<file path="config.mk">
export PLATFORM = sky130hd
export DESIGN_NAME = writeback_scheduler_flat
export DESIGN_NICKNAME = d
export VERILOG_FILES = /design/src/rtl/writeback_scheduler_if.sv /design/src/rtl/writeback_scheduler.sv /design/src/flat_wrapper.sv
export SDC_FILE = /design/constraint.sdc
export NUM_CORES = 1
export LEC_CHECK = 0
export CORE_ASPECT_RATIO = 1.4
export CORE_MARGIN = 4
export CORE_UTILIZATION = 45
export DETAILED_ROUTE_END_ITERATION = 7
export HOLD_SLACK_MARGIN = 0.06
export PLACE_DENSITY = 0.62
export SLEW_MARGIN = 20
export SYNTH_ARGS = -nofsm -noshare
export SYNTH_HDL_FRONTEND = slang
export SYNTH_SLANG_ARGS = --single-unit
</file>
<file path="constraint.sdc">
create_clock -name clock -period 3 [get_ports clock]
set_input_delay 0.45 -clock clock [delete_from_list [all_inputs] [get_ports clock]]
set_output_delay 0.45 -clock clock [all_outputs]
set_load 0.02 [all_outputs]
</file>
<file path="src/rtl/writeback_scheduler_if.sv">
// writeback_scheduler_if
//   Bundles the writeback-stage signals: the ALU and memory-load requester
//   handshakes, the two register read ports and the writeback status outputs.
//   master : requester/datapath side (drives valids, dr, data, read addresses)
//   slave  : scheduler side (drives readies, read data, psr, status)
interface writeback_scheduler_if;
  logic        alu_valid;
  logic [2:0]  alu_dr;
  logic [15:0] alu_data;
  logic        alu_ready;

  logic        mem_valid;
  logic [2:0]  mem_dr;
  logic [15:0] mem_data;
  logic        mem_ready;

  logic [2:0]  sr1;
  logic [2:0]  sr2;
  logic        enable_writeback;
  logic [15:0] VSR1;
  logic [15:0] VSR2;
  logic [2:0]  psr;
  logic        wb_busy;

  modport master (
    output alu_valid, alu_dr, alu_data,
    input  alu_ready,
    output mem_valid, mem_dr, mem_data,
    input  mem_ready,
    output sr1, sr2,
    input  enable_writeback, VSR1, VSR2, psr, wb_busy
  );

  modport slave (
    input  alu_valid, alu_dr, alu_data,
    output alu_ready,
    input  mem_valid, mem_dr, mem_data,
    output mem_ready,
    input  sr1, sr2,
    output enable_writeback, VSR1, VSR2, psr, wb_busy
  );
endinterface

</file>
<file path="src/rtl/writeback_scheduler.sv">
// writeback_scheduler
//   Writeback-stage controller for the LC3 datapath. Owns the 8x16 register
//   file and arbitrates its single write port between the ALU result path and
//   the memory-load path, then holds off further writes for WB_GAP cycles.
//
//   Parameters
//     WB_GAP : idle cycles forced after each accepted write (0..15)
//     RR_EN  : 1 = round-robin on ties, 0 = memory path always wins ties
//   Ports
//     clock  : single clock, rising edge
//     reset  : synchronous, active-low
//     bus    : slave side of writeback_scheduler_if (handshakes, reads, status)
//
//   state | meaning
//   ------+----------------------------------------------------------
//   IDLE  | readies may assert; a handshake writes the register file
//   GAP   | post-write turnaround, readies low, counter runs down to 0
module writeback_scheduler #(
  parameter int unsigned WB_GAP = 0,
  parameter bit          RR_EN  = 1'b1
) (
  input logic                  clock,
  input logic                  reset,
  writeback_scheduler_if.slave bus
);

  localparam logic [0:0] ST_IDLE   = 1'b0;
  localparam logic [0:0] ST_GAP    = 1'b1;
  localparam logic       GRANT_ALU = 1'b0;
  localparam logic       GRANT_MEM = 1'b1;
  localparam logic [3:0] GAP_LOAD  = (WB_GAP > 0) ? 4'(WB_GAP - 1) : 4'd0;

  logic [0:0]  state_q, state_d;
  logic [3:0]  cnt_q, cnt_d;
  logic        last_grant_q, last_grant_d;
  logic [15:0] rf_q [8];
  logic [15:0] vsr1_q, vsr1_d;
  logic [15:0] vsr2_q, vsr2_d;
  logic [2:0]  psr_q, psr_d;
  logic        wbe_q, wbe_d;

  logic        in_idle;
  logic        pick_mem;
  logic        alu_rdy;
  logic        mem_rdy;
  logic        wr_en;
  logic [2:0]  wr_dr;
  logic [15:0] wr_data;

  // Readies are held low during reset so a requester never sees a grant
  // that reset is about to discard; it keeps its request pending instead.
  assign in_idle  = reset && (state_q == ST_IDLE);
  // Memory wins when it is the only requester, when ties are fixed-priority,
  // or when the ALU took the previous write.
  assign pick_mem = bus.mem_valid &&
                    (!bus.alu_valid || !RR_EN || (last_grant_q == GRANT_ALU));
  assign alu_rdy  = in_idle && bus.alu_valid && !pick_mem;
  assign mem_rdy  = in_idle && pick_mem;

  assign wr_en    = alu_rdy || mem_rdy;
  assign wr_dr    = mem_rdy ? bus.mem_dr   : bus.alu_dr;
  assign wr_data  = mem_rdy ? bus.mem_data : bus.alu_data;

  always_comb begin
    state_d = state_q;
    cnt_d   = cnt_q;
    case (state_q)
      ST_IDLE: begin
        if (wr_en && (WB_GAP != 0)) begin
          state_d = ST_GAP;
          cnt_d   = GAP_LOAD;
        end
      end
      ST_GAP: begin
        if (cnt_q == 4'd0) begin
          state_d = ST_IDLE;
        end else begin
          cnt_d = cnt_q - 4'd1;
        end
      end
      default: begin
        state_d = ST_IDLE;
        cnt_d   = 4'd0;
      end
    endcase
  end

  always_comb begin
    psr_d        = psr_q;
    last_grant_d = last_grant_q;
    wbe_d        = wr_en;
    if (wr_en) begin
      last_grant_d = mem_rdy ? GRANT_MEM : GRANT_ALU;
      if (wr_data[15]) begin
        psr_d = 3'b100;
      end else if (wr_data == 16'd0) begin
        psr_d = 3'b010;
      end else begin
        psr_d = 3'b001;
      end
    end
  end

  // Write-through: a read of the register being written this edge returns
  // the new value rather than the stale array contents.
  always_comb begin
    vsr1_d = rf_q[bus.sr1];
    vsr2_d = rf_q[bus.sr2];
    if (wr_en && (wr_dr == bus.sr1)) begin
      vsr1_d = wr_data;
    end
    if (wr_en && (wr_dr == bus.sr2)) begin
      vsr2_d = wr_data;
    end
  end

  always_ff @(posedge clock) begin
    if (!reset) begin
      state_q      <= ST_IDLE;
      cnt_q        <= 4'd0;
      last_grant_q <= GRANT_MEM;
      vsr1_q       <= 16'd0;
      vsr2_q       <= 16'd0;
      psr_q        <= 3'b000;
      wbe_q        <= 1'b0;
      for (int i = 0; i < 8; i++) begin
        rf_q[i] <= 16'd0;
      end
    end else begin
      state_q      <= state_d;
      cnt_q        <= cnt_d;
      last_grant_q <= last_grant_d;
      vsr1_q       <= vsr1_d;
      vsr2_q       <= vsr2_d;
      psr_q        <= psr_d;
      wbe_q        <= wbe_d;
      if (wr_en) begin
        rf_q[wr_dr] <= wr_data;
      end
    end
  end

  assign bus.alu_ready        = alu_rdy;
  assign bus.mem_ready        = mem_rdy;
  assign bus.enable_writeback = wbe_q;
  assign bus.VSR1             = vsr1_q;
  assign bus.VSR2             = vsr2_q;
  assign bus.psr              = psr_q;
  assign bus.wb_busy          = (state_q == ST_GAP);

endmodule

</file>
<file path="src/flat_wrapper.sv">
// flat-port wrapper written by rule: the top's interface ports become plain ports
module writeback_scheduler_flat 
#(
  parameter int unsigned WB_GAP = 0,
  parameter bit          RR_EN  = 1'b1
)
  (clock, reset, bus_alu_valid, bus_alu_dr, bus_alu_data, bus_alu_ready, bus_mem_valid, bus_mem_dr, bus_mem_data, bus_mem_ready, bus_sr1, bus_sr2, bus_enable_writeback, bus_VSR1, bus_VSR2, bus_psr, bus_wb_busy);
  writeback_scheduler_if bus_i ();
  input logic clock;
  input logic reset;
  input wire logic [$bits(bus_i.alu_valid)-1:0] bus_alu_valid;
  input wire logic [$bits(bus_i.alu_dr)-1:0] bus_alu_dr;
  input wire logic [$bits(bus_i.alu_data)-1:0] bus_alu_data;
  output wire logic [$bits(bus_i.alu_ready)-1:0] bus_alu_ready;
  input wire logic [$bits(bus_i.mem_valid)-1:0] bus_mem_valid;
  input wire logic [$bits(bus_i.mem_dr)-1:0] bus_mem_dr;
  input wire logic [$bits(bus_i.mem_data)-1:0] bus_mem_data;
  output wire logic [$bits(bus_i.mem_ready)-1:0] bus_mem_ready;
  input wire logic [$bits(bus_i.sr1)-1:0] bus_sr1;
  input wire logic [$bits(bus_i.sr2)-1:0] bus_sr2;
  output wire logic [$bits(bus_i.enable_writeback)-1:0] bus_enable_writeback;
  output wire logic [$bits(bus_i.VSR1)-1:0] bus_VSR1;
  output wire logic [$bits(bus_i.VSR2)-1:0] bus_VSR2;
  output wire logic [$bits(bus_i.psr)-1:0] bus_psr;
  output wire logic [$bits(bus_i.wb_busy)-1:0] bus_wb_busy;
  assign bus_i.alu_valid = bus_alu_valid;
  assign bus_i.alu_dr = bus_alu_dr;
  assign bus_i.alu_data = bus_alu_data;
  assign bus_alu_ready = bus_i.alu_ready;
  assign bus_i.mem_valid = bus_mem_valid;
  assign bus_i.mem_dr = bus_mem_dr;
  assign bus_i.mem_data = bus_mem_data;
  assign bus_mem_ready = bus_i.mem_ready;
  assign bus_i.sr1 = bus_sr1;
  assign bus_i.sr2 = bus_sr2;
  assign bus_enable_writeback = bus_i.enable_writeback;
  assign bus_VSR1 = bus_i.VSR1;
  assign bus_VSR2 = bus_i.VSR2;
  assign bus_psr = bus_i.psr;
  assign bus_wb_busy = bus_i.wb_busy;
  writeback_scheduler #(.WB_GAP(WB_GAP), .RR_EN(RR_EN)) u_core (.clock(clock), .reset(reset), .bus(bus_i));
endmodule
</file>
# --- Word-level counts from Yosys, hierarchy flattened ---
# Memory sizes are Yosys's and may differ from the RTL's. A register that Yosys moved wholly into a read port is not among the register bits.
# Index checks and enable logic that the tools add are counted.
word_totals:
  ff_bits: 10
  mem_bits_rw: 128
  input_bits: 48
  out_inout_bits: 39
  word_cells: 39
  mem_count: 1
memory_table:
  columns: ["memory", "depth", "width", "read_ports", "rd_ports_with_merged_regs", "write_ports", "line_no", "rtl"]
  rows:
  - ["u_core.rf_q", 8, 16, 2, 2, 8, "writeback_scheduler.sv:36", "logic [15:0] rf_q [8];"]
classes:
  add_sub_neg: 1
  muxes: 13
  bitwise: 3
  n_reduce_logical: 16
ops:
  columns: ["cell", "n"]
  rows:
  - ["16-bit two-way mux", 2]
  - ["16-bit logical NOT", 1]
  - ["16-bit OR reduction", 1]
  - ["3-bit two-way mux", 3]
  - ["1-bit two-way mux", 7]
  - ["1-bit logical AND", 5]
  - ["1-bit logical NOT", 4]
  - ["4-bit logical NOT", 1]
  - ["2-bit AND reduction", 2]
  - ["4-bit by 1-bit subtractor with 4-bit output (second input constant)", 1]
  - ["1-bit inverter", 3]
  - ["1-bit logical OR", 2]
  - ["2-bit two-way mux", 1]

# --- Depth between registers and ports, before layout ---
# Gate-level depths: netlist of run 1.
depth:
  word_depth: 11
  mapped_depth: 9

# --- Worst setup path before layout of run 1 ---
# No wires, ideal clock.
synth_path:
  path_kind: "register to register"
  from: "reg u_core.state_q (netlist: u_core.bus.wb_busy)"
  to: "mem u_core.rf_q[2][0], enable pin"
  arrival_time_ns: 2.307
  required_time_ns: 2.628
  path_slack_ns: 0.321
  stages_incl_launch_ff: 9
  path_buffers: 2
  cell_sequence: "dfxtp_1 and3b_2 nand2_4 inv_2 or4b_1 a21o_1 clkbuf_1 clkbuf_1 nand2_1"
synth_lines:
  columns: ["element", "line_no", "rtl"]
  rows:
  - ["start: declaration", "writeback_scheduler.sv:33", "logic [0:0] state_q, state_d;"]
  - ["start signal: assignment", "writeback_scheduler.sv:130", "state_q <= state_d;"]
  - ["end: declaration", "writeback_scheduler.sv:36", null]

# --- Worst setup path after layout of run 1 ---
layout_path:
  from: "in bus_mem_valid"
  to: "out bus_mem_ready"
layout_between:
  elab_chain_cells: 2
layout_rtl:
  columns: ["element", "line_no", "rtl"]
  rows:
  - ["start: declaration", "flat_wrapper.sv:15", "input wire logic [$bits(bus_i.mem_valid)-1:0] bus_mem_valid;"]
  - ["1-bit logical AND", "writeback_scheduler.sv:55", "assign pick_mem = bus.mem_valid &&"]
  - ["1-bit logical AND", "writeback_scheduler.sv:58", "assign mem_rdy = in_idle && pick_mem;"]
  - ["end: declaration", "flat_wrapper.sv:18", "output wire logic [$bits(bus_i.mem_ready)-1:0] bus_mem_ready;"]
# Every way passes these cells.

==> results of run 1 <==
[how the worst max path moves through the flow]
stage,endpoint,cells past startpoint,slack [ns]
floorplan,u_core.rf_q[2][0],8,0.32
global placement,u_core.rf_q[1][10],8,0.22
detailed placement,u_core.rf_q[2][10],8,0.17
CTS,bus_mem_ready,5,0.33
global route,bus_mem_ready,5,0.25
finish,bus_mem_ready,5,0.29
[synthesized netlist by cell type (3+ instances only)]
| cell type | count | area share |
|---|---|---|
| mux2i_1 | 41 | 0.046 |
| a21o_1 | 4 | 0.0034 |
| nand2b_1 | 28 | 0.020 |
| xnor2_1 | 3 | 0.0030 |
| buf_4 | 3 | 0.0025 |
| nor2_1 | 131 | 0.056 |
| buf_2 | 14 | 0.0079 |
| mux2i_2 | 4 | 0.0062 |
| and2_1 | 4 | 0.0028 |
| or2b_2 | 3 | 0.0030 |
| buf_6 | 5 | 0.0064 |
| nor4_1 | 9 | 0.0064 |
| nand3_1 | 6 | 0.0034 |
| clkbuf_8 | 6 | 0.0093 |
| or2_2 | 16 | 0.011 |
| nor2b_1 | 4 | 0.0028 |
| inv_1 | 7 | 0.0030 |
| nand4_1 | 3 | 0.0021 |
| mux4_1 | 6 | 0.018 |
| or4_1 | 3 | 0.0025 |
| dfxtp_1 | 42 | 0.095 |
| inv_2 | 3 | 0.0013 |
| a21oi_1 | 8 | 0.0045 |
| o21ai_0 | 3 | 0.0017 |
| edfxtp_1 | 128 | 0.43 |
| mux4_4 | 4 | 0.011 |
| mux4_2 | 54 | 0.14 |
| nand2_1 | 17 | 0.0072 |
| clkbuf_1 | 22 | 0.0093 |
| mux2i_4 | 4 | 0.010 |
| o21ai_1 | 5 | 0.0028 |
| o211ai_1 | 32 | 0.027 |
[per-layer routing]
metal | track usage | part of all wire | vias up
li1 | - | - | 2687
met1 | 0.2779 | 0.41 | 3020
met2 | 0.3631 | 0.52 | 207
met3 | 0.03166 | 0.050 | 23
met4 | 0.05590 | 0.014 | 0
met5 | 0 | 0 | -
[state kept, by name, summed over array words and instances, names as in the netlist]
register and flops:
u_core.bus.VSR2 16, u_core.cnt_q 4, u_core.bus.enable_writeback 1, u_core.bus.VSR1 16, u_core.last_grant_q 1, u_core.bus.wb_busy 1
u_core.bus.psr 3, u_core.rf_q 128
[report_power, final]
| group | switching [mW] | total (mW) | internal (mW) |
|---|---|---|---|
| Clock | 0.965 | 2.30 | 1.34 |
| Combinational | 0.482 | 0.953 | 0.471 |
| Sequential | 0.0815 | 2.79 | 2.71 |
[critical path, delay by kind of cell]
family                 cells  cell delay (ns)
AND/OR/NAND/NOR            2             0.42
buffers and inverters      3             1.37
[cell type report]
class                      count  area [um^2]
timing repair buffer         130         1239
clock buffer                  18        429.2
multi-input combinational    427         3810
clock inverter                13        183.9
inverter                      10        37.54
tap                          248        310.3
fill                        1573         8600
sequential                   170         4684
[through the flow]
stage	instance area (um^2)	worst slack, ns	utilization	instances
after floorplan	8846	0.3214	-	657
after global placement	10080	0.2240	0.5225	985
after detailed placement	10080	0.1684	0.5225	985
after CTS	10690	0.3258	0.5543	1016
after global routing	10690	0.2513	0.5543	1016
final	10690	0.2942	0.5543	1016
[logic make-up after synthesis]
kind of cell | Yosys count | synth area share
flip-flops | 170 | 0.5296
adder cells (fa/ha/maj) | 1 | 0.001414
AO/OA/AOI/OAI | 64 | 0.05686
AND/OR/NAND/NOR | 244 | 0.1380
multiplexers | 113 | 0.2294
buffers and inverters | 60 | 0.03975
XOR/XNOR | 5 | 0.004951
==> results by group, run 1 <==
Outcome
  • Outcome: completed

Worst setup path
  • Critical Path End Type: primary output
  • FF-to-FF End: u_core.rf_q[2][7]
  • Max incr delay on CP: approximately 0.65 ns
  • CP most frequent cell: clkdlybuf4s50_1
  • R2R setup slack: slightly above 0.7 ns
  • CP arrival: approximately 2.3 ns
  • FF-to-FF Start: u_core.bus.wb_busy
  • Slowest-stage cell, CP: clkdlybuf4s50_1
  • Startpoint class of the critical path: primary input
  • CP required: between 2 and 3 ns
  • Critical-path cell list: clkdlybuf4s50_1, and3b_2, nand2_4, inv_2, clkdlybuf4s50_1
  • R2R cell count: 7
  • Critical path type: primary input to primary output
  • Crit path from: bus_mem_valid
  • Worst-path fanout max: 14

Die
  • Die extent in x: approximately 130 um
  • Die height: between 150 and 200 um
  • I/O Pins: 87
  • Die Area: about 22,000 um^2
  • Initial Utilization: 0.4585
  • Row cnt: 60
  • Core Area: 19,290 um^2

Hold path
  • Hold_sp: reset
  • Type of the worst min-delay path: primary input to flop
  • Hold depth: 3
  • WHS Endpoint: u_core.last_grant_q

Drt
  • WL/cell: around 22 um
  • # DRC: 0
  • WL final: about 23,000 um
  • Drt via density: 5.844
  • Iteration-0 DRC Markers: around 540
  • Total number of vias: 5,937
  • Routed Antenna Nets: 0
  • DR pass1 iterations: 5

Clock tree
  • Root Buffer: clkbuf_16
  • # hold bufs at CTS: 0
  • Max H-tree Level: 4
  • Clock tree buffer depth: 2
  • Post-CTS sizing: 0
  • Clock sink total: between 150 and 200
  • CTS Buf Count: 17
  • Clk_lat worst skew: around 0.42 ns
  • CTS tree: done
  • Post-CTS Setup Bufs: 0
  • Clock Pin Slew Worst Setup and Hold Paths: about 0.070 ns

STA
  • RSZ-0062 raised after global routing: false
  • Final Hold Slack: 0.4162 ns
  • Final Hold Violating Endpoints: 0
  • Crit path time final: 2.706 ns
  • Tcrit/Tclk final: 0.9019
  • Slew of the pin with the lowest slew margin: ~0.57 ns
  • Max-slew violations: 0
  • Maximum clock rate: 369.6 MHz
  • Final setup fails: 0
  • Slew headroom: 0.6141
  • Sum Neg Setup Slack: 0 ns
  • Fin Clk Skew: 0.01493 ns

Synthesis
  • Synth cell types: 59
  • Post-synthesis register bit count: 170
  • Warnings, synthesis: 0
  • Sequential cell area fraction in the yosys report: 0.5296
  • Post-Syn Nets: approximately 710
  • Ys flop type: edfxtp_1
  • Mapped Cells: about 660
  • Async SR Flop Fraction: 0
  • Synthesized area: ~8800 um^2
  • Syn avg cell area: between 10 and 15 um^2
  • Post-synth EDFFs: between 100 and 150

Flow run
  • Max-cap violations: 0

Cells and area
  • Commonest non-fill, non-tap cell in the layout: nor2_1
  • Most frequent cells in the layout: nor2_1, edfxtp_1, clkdlybuf4s50_1
  • Final antenna diode count: 0
  • Share of cells above drive strength 1: 0.2331
  • Nets: between 800 and 900
  • Area grow syn2layout: 20.89%

Pwr
  • Maximum VDD drop: just over 0.4 mV
  • Total Power: between 6 and 7 mW
  • Power per Cell Area: roughly 570 nW/um^2
  • Lkg Pwr: roughly 3.7 nW

Placement
  • Port buffer count: 86
  • GPL Wtd Cong: around 0.86
  • Final HPWL DP: approximately 16,000 um

GRT
  • GRT Util Overall: 0.2104
  • Initial antenna violation count: 0
  • Pin count of the biggest net entering global routing: between 50 and 60
  • Grt ovf: 0
  • Vias in the first global route: between 6,000 and 7,000
  • First-pass GRT wire length: roughly 36,000 um
Power figures use the tool's default switching activity.
==> run 2, diff against run 1 <==
CORE_MARGIN = 3   (was 4)
==> results by group, run 2 (synthesis results as in run 1) <==
Cells and area
  • Post-Route Utilization: 0.5501
  • Nets: about 800
  • Design area: between 10,000 and 15,000 um^2
  • Filler Cell Count: 1,576
  • Final antenna diode count: 0
  • Share of cells above drive strength 1: 0.2294
  • Max reg flops: 128
  • Final std cells w/o fill: slightly above 1,000
  • Area grow syn2layout: 19.99%
  • Most frequent cells in the layout: nor2_1, edfxtp_1, clkdlybuf4s50_1
  • Commonest non-fill, non-tap cell in the layout: nor2_1
  • Largest register by flop count: u_core.rf_q

STA
  • Final setup fails: 0
  • Final Hold Violating Endpoints: 0
  • Tcrit/Tclk final: 0.8731
  • Setup ws final: ~0.38 ns
  • Final Hold Slack: 0.4200 ns
  • Fin Clk Skew: roughly 0.013 ns
  • Crit path time final: 2.619 ns
  • Sum Neg Setup Slack: 0 ns
  • Max-slew violations: 0
  • Slew of the pin with the lowest slew margin: approximately 0.57 ns
  • Maximum clock rate: 381.8 MHz
  • Slew headroom: 0.6099
  • RSZ-0062 raised after global routing: false

Die
  • Core Area: between 15,000 and 20,000 um^2
  • Row cnt: 60
  • Die extent in x: 124.5 um
  • Die height: about 170 um
  • I/O Pins: 87
  • Die Area: approximately 21,000 um^2
  • Initial Utilization: 0.4585

Pwr
  • Lkg Pwr: 3.660 nW
  • Switching Share: 0.2709
  • Total Power: roughly 5.9 mW
  • NetSw: roughly 1.6 mW
  • Power per Cell Area: between 500 and 600 nW/um^2
  • Reg power frac: 0.475
  • Internal power: between 4 and 5 mW
  • Maximum VDD drop: just under 0.4 mV
  • Clk pwr share: 0.364
  • Combinational share of power: 0.161

Worst setup path
  • Critical Path End Type: primary output
  • Worst-path fanout max: 9
  • R2R cell count: 7
  • Critical path type: primary input to primary output
  • R2R setup slack: around 0.7 ns
  • Startpoint class of the critical path: primary input
  • CP required: roughly 2.6 ns
  • CP arrival: 2.17 ns

Placement
  • Post-placement cell count: 979
  • GPL Wtd Cong: 0.8145
  • Cell Area, Placed: roughly 10,000 um^2
  • Pre-CTS setup slack: about 0.1 ns
  • Final HPWL DP: approximately 16,000 um
  • Port buffer count: 86

GRT
  • First-pass GRT wire length: 35,490 um
  • Initial antenna violation count: 0
  • Grt ovf: 0
  • Pin count of the biggest net entering global routing: 55
  • GRT Util Overall: 0.2169
  • Vias in the first global route: ~6,300

Clock tree
  • Clock tree buffer depth: 2
  • Root Buffer: clkbuf_16
  • CTS Buf Count: 17
  • Max H-tree Level: 4
  • Clk_lat worst skew: between 0.4 and 0.5 ns
  • CTS tree: done
  • # hold bufs at CTS: 0
  • Clock Pin Slew Worst Setup and Hold Paths: 0.07 ns
  • Post-CTS sizing: 0
  • Post-CTS Setup Bufs: 0
  • Clock sink total: 170

Drt
  • Routed Antenna Nets: 0
  • Total number of vias: roughly 6,000
  • WL final: 22,890 um
  • WL/cell: 22.64 um
  • DR pass1 iterations: 5
  • Drt via density: approximately 5.9
  • # DRC: 0
  • Iteration-0 DRC Markers: around 500

Hold path
  • Hold depth: 3
  • Type of the worst min-delay path: primary input to flop

Flow run
  • Max-cap violations: 0

Outcome
  • Outcome: completed
-- run 2: cell types whose count changed in the layout (fill, tap and decap cells not counted), moves of 2 or more --
cell / before / now
buf_4: 39 / 33
inv_6: 2 / 4
clkinvlp_4: 3 / 1
bufinv_16: 3 / 0
clkinv_8: 0 / 3
-- run 2: final timing paths --
kind	start	to
hold / removal	reset	u_core.last_grant_q
hold reg to reg	u_core.bus.psr[1]	u_core.bus.psr[1]
setup / recovery	bus_mem_valid	bus_mem_ready
setup reg to reg	u_core.bus.wb_busy	u_core.bus.VSR2[5]
-- run 2: cell type report --
type | instances | area, um^2 | area share
timing repair buffer | 124 | 1194 | 0.1125
clock buffer | 17 | 425.4 | 0.04008
clock inverter | 15 | 152.6 | 0.01438
multi-input combinational | 427 | 3810 | 0.3590
inverter | 10 | 37.54 | 0.003536
sequential | 170 | 4684 | 0.4414
tap | 248 | 310.3 | 0.02924
-- run 2: worst max-delay path, cell delays in order --
cell and delay (ns):
clkdlybuf4s50_1 0.57, and3b_2 0.29, nand2_4 0.09, inv_2 0.13, clkdlybuf4s50_1 0.63
-- run 2: power groups by stage --
| stage | clock network [mW] | logic [mW] | registers [mW] |
|---|---|---|---|
| 5_1_grt | 2.25 | 1.01 | 2.81 |
| 2_1_floorplan | 0 | 0.523 | 2.88 |
| 3_3_place_gp | 0 | 0.938 | 2.83 |
| 3_5_place_dp | 0 | 0.954 | 2.84 |
| 6_report | 2.14 | 0.946 | 2.79 |
| 4_1_cts | 2.16 | 0.956 | 2.79 |
-- run 2: layer usage --
metal  global-route usage  part of all wire  vias up
met1               0.2689              0.40     3044
met5                    0                 0        -
met2               0.3962              0.52      232
li1                     -                 -     2674
met4              0.06724             0.015        0
met3              0.03028             0.057       25
==> run 3, diff against run 2 <==
RECOVER_POWER = 50   (was default)
SKIP_LAST_GASP = 1   (was default)
==> results by group, run 3 (synthesis results as in run 1) <==
Die
  • Die height: 171.9 um
  • I/O Pins: 87
  • Die extent in x: approximately 120 um
  • Core Area: about 19,000 um^2
  • Die Area: around 21,000 um^2
  • Row cnt: 60
  • Initial Utilization: 0.4585

GRT
  • GRT Util Overall: 0.2169
  • Busiest grt layer: met2
  • Vias in the first global route: 6,267
  • M1 GR Usage: 0.2689
  • First-pass GRT wire length: 35,490 um
  • Initial antenna violation count: 0
  • Met3 Usage GRT: 0.03028
  • Met2 Resource Use GR: 0.3962
  • Pin count of the biggest net entering global routing: 55
  • Grt ovf: 0

STA
  • Final Hold Violating Endpoints: 0
  • Sum Neg Setup Slack: 0 ns
  • Slew headroom: 0.4985
  • Slew of the pin with the lowest slew margin: between 0.7 and 0.8 ns
  • RSZ-0062 raised after global routing: false
  • Maximum clock rate: 364.7 MHz
  • Final setup fails: 0
  • Crit path time final: approximately 2.7 ns
  • Final Hold Slack: about 0.42 ns
  • Fin Clk Skew: 0.01352 ns
  • Tcrit/Tclk final: 0.9139
  • Max-slew violations: 0

Clock tree
  • CTS tree: done
  • Clock Pin Slew Worst Setup and Hold Paths: ~0.07 ns
  • Post-CTS Setup Bufs: 0
  • Clock sink total: 170
  • Max H-tree Level: 4
  • Root Buffer: clkbuf_16
  • Post-CTS sizing: 0
  • Clk_lat worst skew: about 0.43 ns
  • # hold bufs at CTS: 0
  • CTS Buf Count: 17
  • Clock tree buffer depth: 2

Cells and area
  • Share of cells above drive strength 1: 0.2123
  • Area grow syn2layout: 19.12%
  • Reg area: 4684 um^2
  • Most frequent cells in the layout: nor2_1, edfxtp_1, mux4_2
  • Filler Cell Count: roughly 1,600
  • Area occupied by multi-input gates: 3784 um^2
  • Final antenna diode count: 0
  • Nets: approximately 800
  • Final std cells w/o fill: 1,011
  • Commonest non-fill, non-tap cell in the layout: nor2_1
  • Largest register by flop count: u_core.rf_q
  • Max reg flops: 128

Placement
  • Final HPWL DP: 15,540 um
  • Port buffer count: 86
  • GPL Wtd Cong: approximately 0.81
  • Post-placement cell count: 979

Drt
  • WL/cell: around 23 um
  • Routed Antenna Nets: 0
  • DR pass1 iterations: 4
  • Total number of vias: a little under 6,000
  • Drt via density: 5.899
  • # DRC: 0
  • Iteration-0 DRC Markers: 510
  • WL final: 22,780 um

Pwr
  • Lkg Pwr: between 3 and 4 nW
  • NetSw: 1.586 mW
  • Combinational share of power: 0.156
  • Power per Cell Area: 554.0 nW/um^2
  • Internal power: 4.252 mW
  • Reg power frac: 0.478
  • Maximum VDD drop: approximately 0.4 mV
  • Switching Share: 0.2716
  • Clk pwr share: 0.366

Worst setup path
  • FF-to-FF Start: u_core.bus.wb_busy
  • Crit path from: bus_mem_valid
  • Critical-path cell list: dlygate4sd3_1, and3b_1, nand2_4, inv_2, clkdlybuf4s50_1
  • CP arrival: 2.29 ns
  • Worst-path fanout max: 9
  • Critical path type: primary input to primary output
  • Startpoint class of the critical path: primary input
  • Critical Path End Type: primary output
  • Slowest-stage cell, CP: dlygate4sd3_1
  • Max incr delay on CP: roughly 0.65 ns
  • CP required: 2.55 ns

Hold path
  • Hold_sp: reset
  • Type of the worst min-delay path: primary input to flop

Flow run
  • Max-cap violations: 0

Outcome
  • Outcome: completed
==> run 3: changes by cell type in the layout (fill, tap and decap cells not counted) <==
cell             change
and2_0               +3
and2_1               -3
and3b_1              +1
and3b_2              -1
buf_4               -15
clkbuf_1            +10
clkbuf_2             +5
clkdlybuf4s50_1     -38
dlygate4sd3_1       +38
mux2i_1              +2
mux2i_4              -2
o21ai_0              +2
o21ai_1              -2
==> run 3: final cells by class <==
type	instances	share of cell area
clock buffers	17	0.04037
clock inverters	15	0.01449
inverters	10	0.003562
multi-input cells	427	0.3591
flip-flops and latches	170	0.4445
well taps	248	0.02945
repair buffers	124	0.1085
==> run 3: per-stage QoR <==
step / setup WS, ns / cell area, um^2 / utilization / total power, mW
after floorplan: 0.3214 / 8846 / - / 3.400
after global placement: 0.2008 / 10040 / 0.5202 / 3.767
after detailed placement: 0.1005 / 10040 / 0.5202 / 3.797
after CTS: 0.3871 / 10610 / 0.5501 / 5.911
after global routing: 0.1719 / 10540 / 0.5462 / 6.033
final: 0.2584 / 10540 / 0.5462 / 5.838
==> run 3: critical path, delay by kind of cell <==
family                 cells  cell delay (ns)
buffers and inverters      3             1.40
AND/OR/NAND/NOR            2             0.43
==> run 3: power by group through the flow <==
stage	clock network (mW)	registers [mW]	logic [mW]
global route	2.25	2.81	0.976
finish	2.14	2.79	0.911
detailed placement	0	2.84	0.954
CTS	2.16	2.79	0.956
floorplan	0	2.88	0.523
global placement	0	2.83	0.938
==> run 3: layer usage <==
layer | vias to the layer above | part of all wire | wire, um
met5 | - | 0 | 0
met4 | 0 | 0.016 | 354
li1 | 2671 | - | -
met3 | 28 | 0.056 | 1268
met2 | 224 | 0.53 | 12010
met1 | 3041 | 0.40 | 9146
==> run 3: path summary, 6_finish.rpt <==
kind                    endpoint  slack, ns  depth (start not counted)
min reg2reg    u_core.bus.psr[1]       0.46                          2
min          u_core.last_grant_q       0.42                          3
max reg2reg  u_core.bus.VSR1[11]       0.62                          7
max                bus_mem_ready       0.26                          5
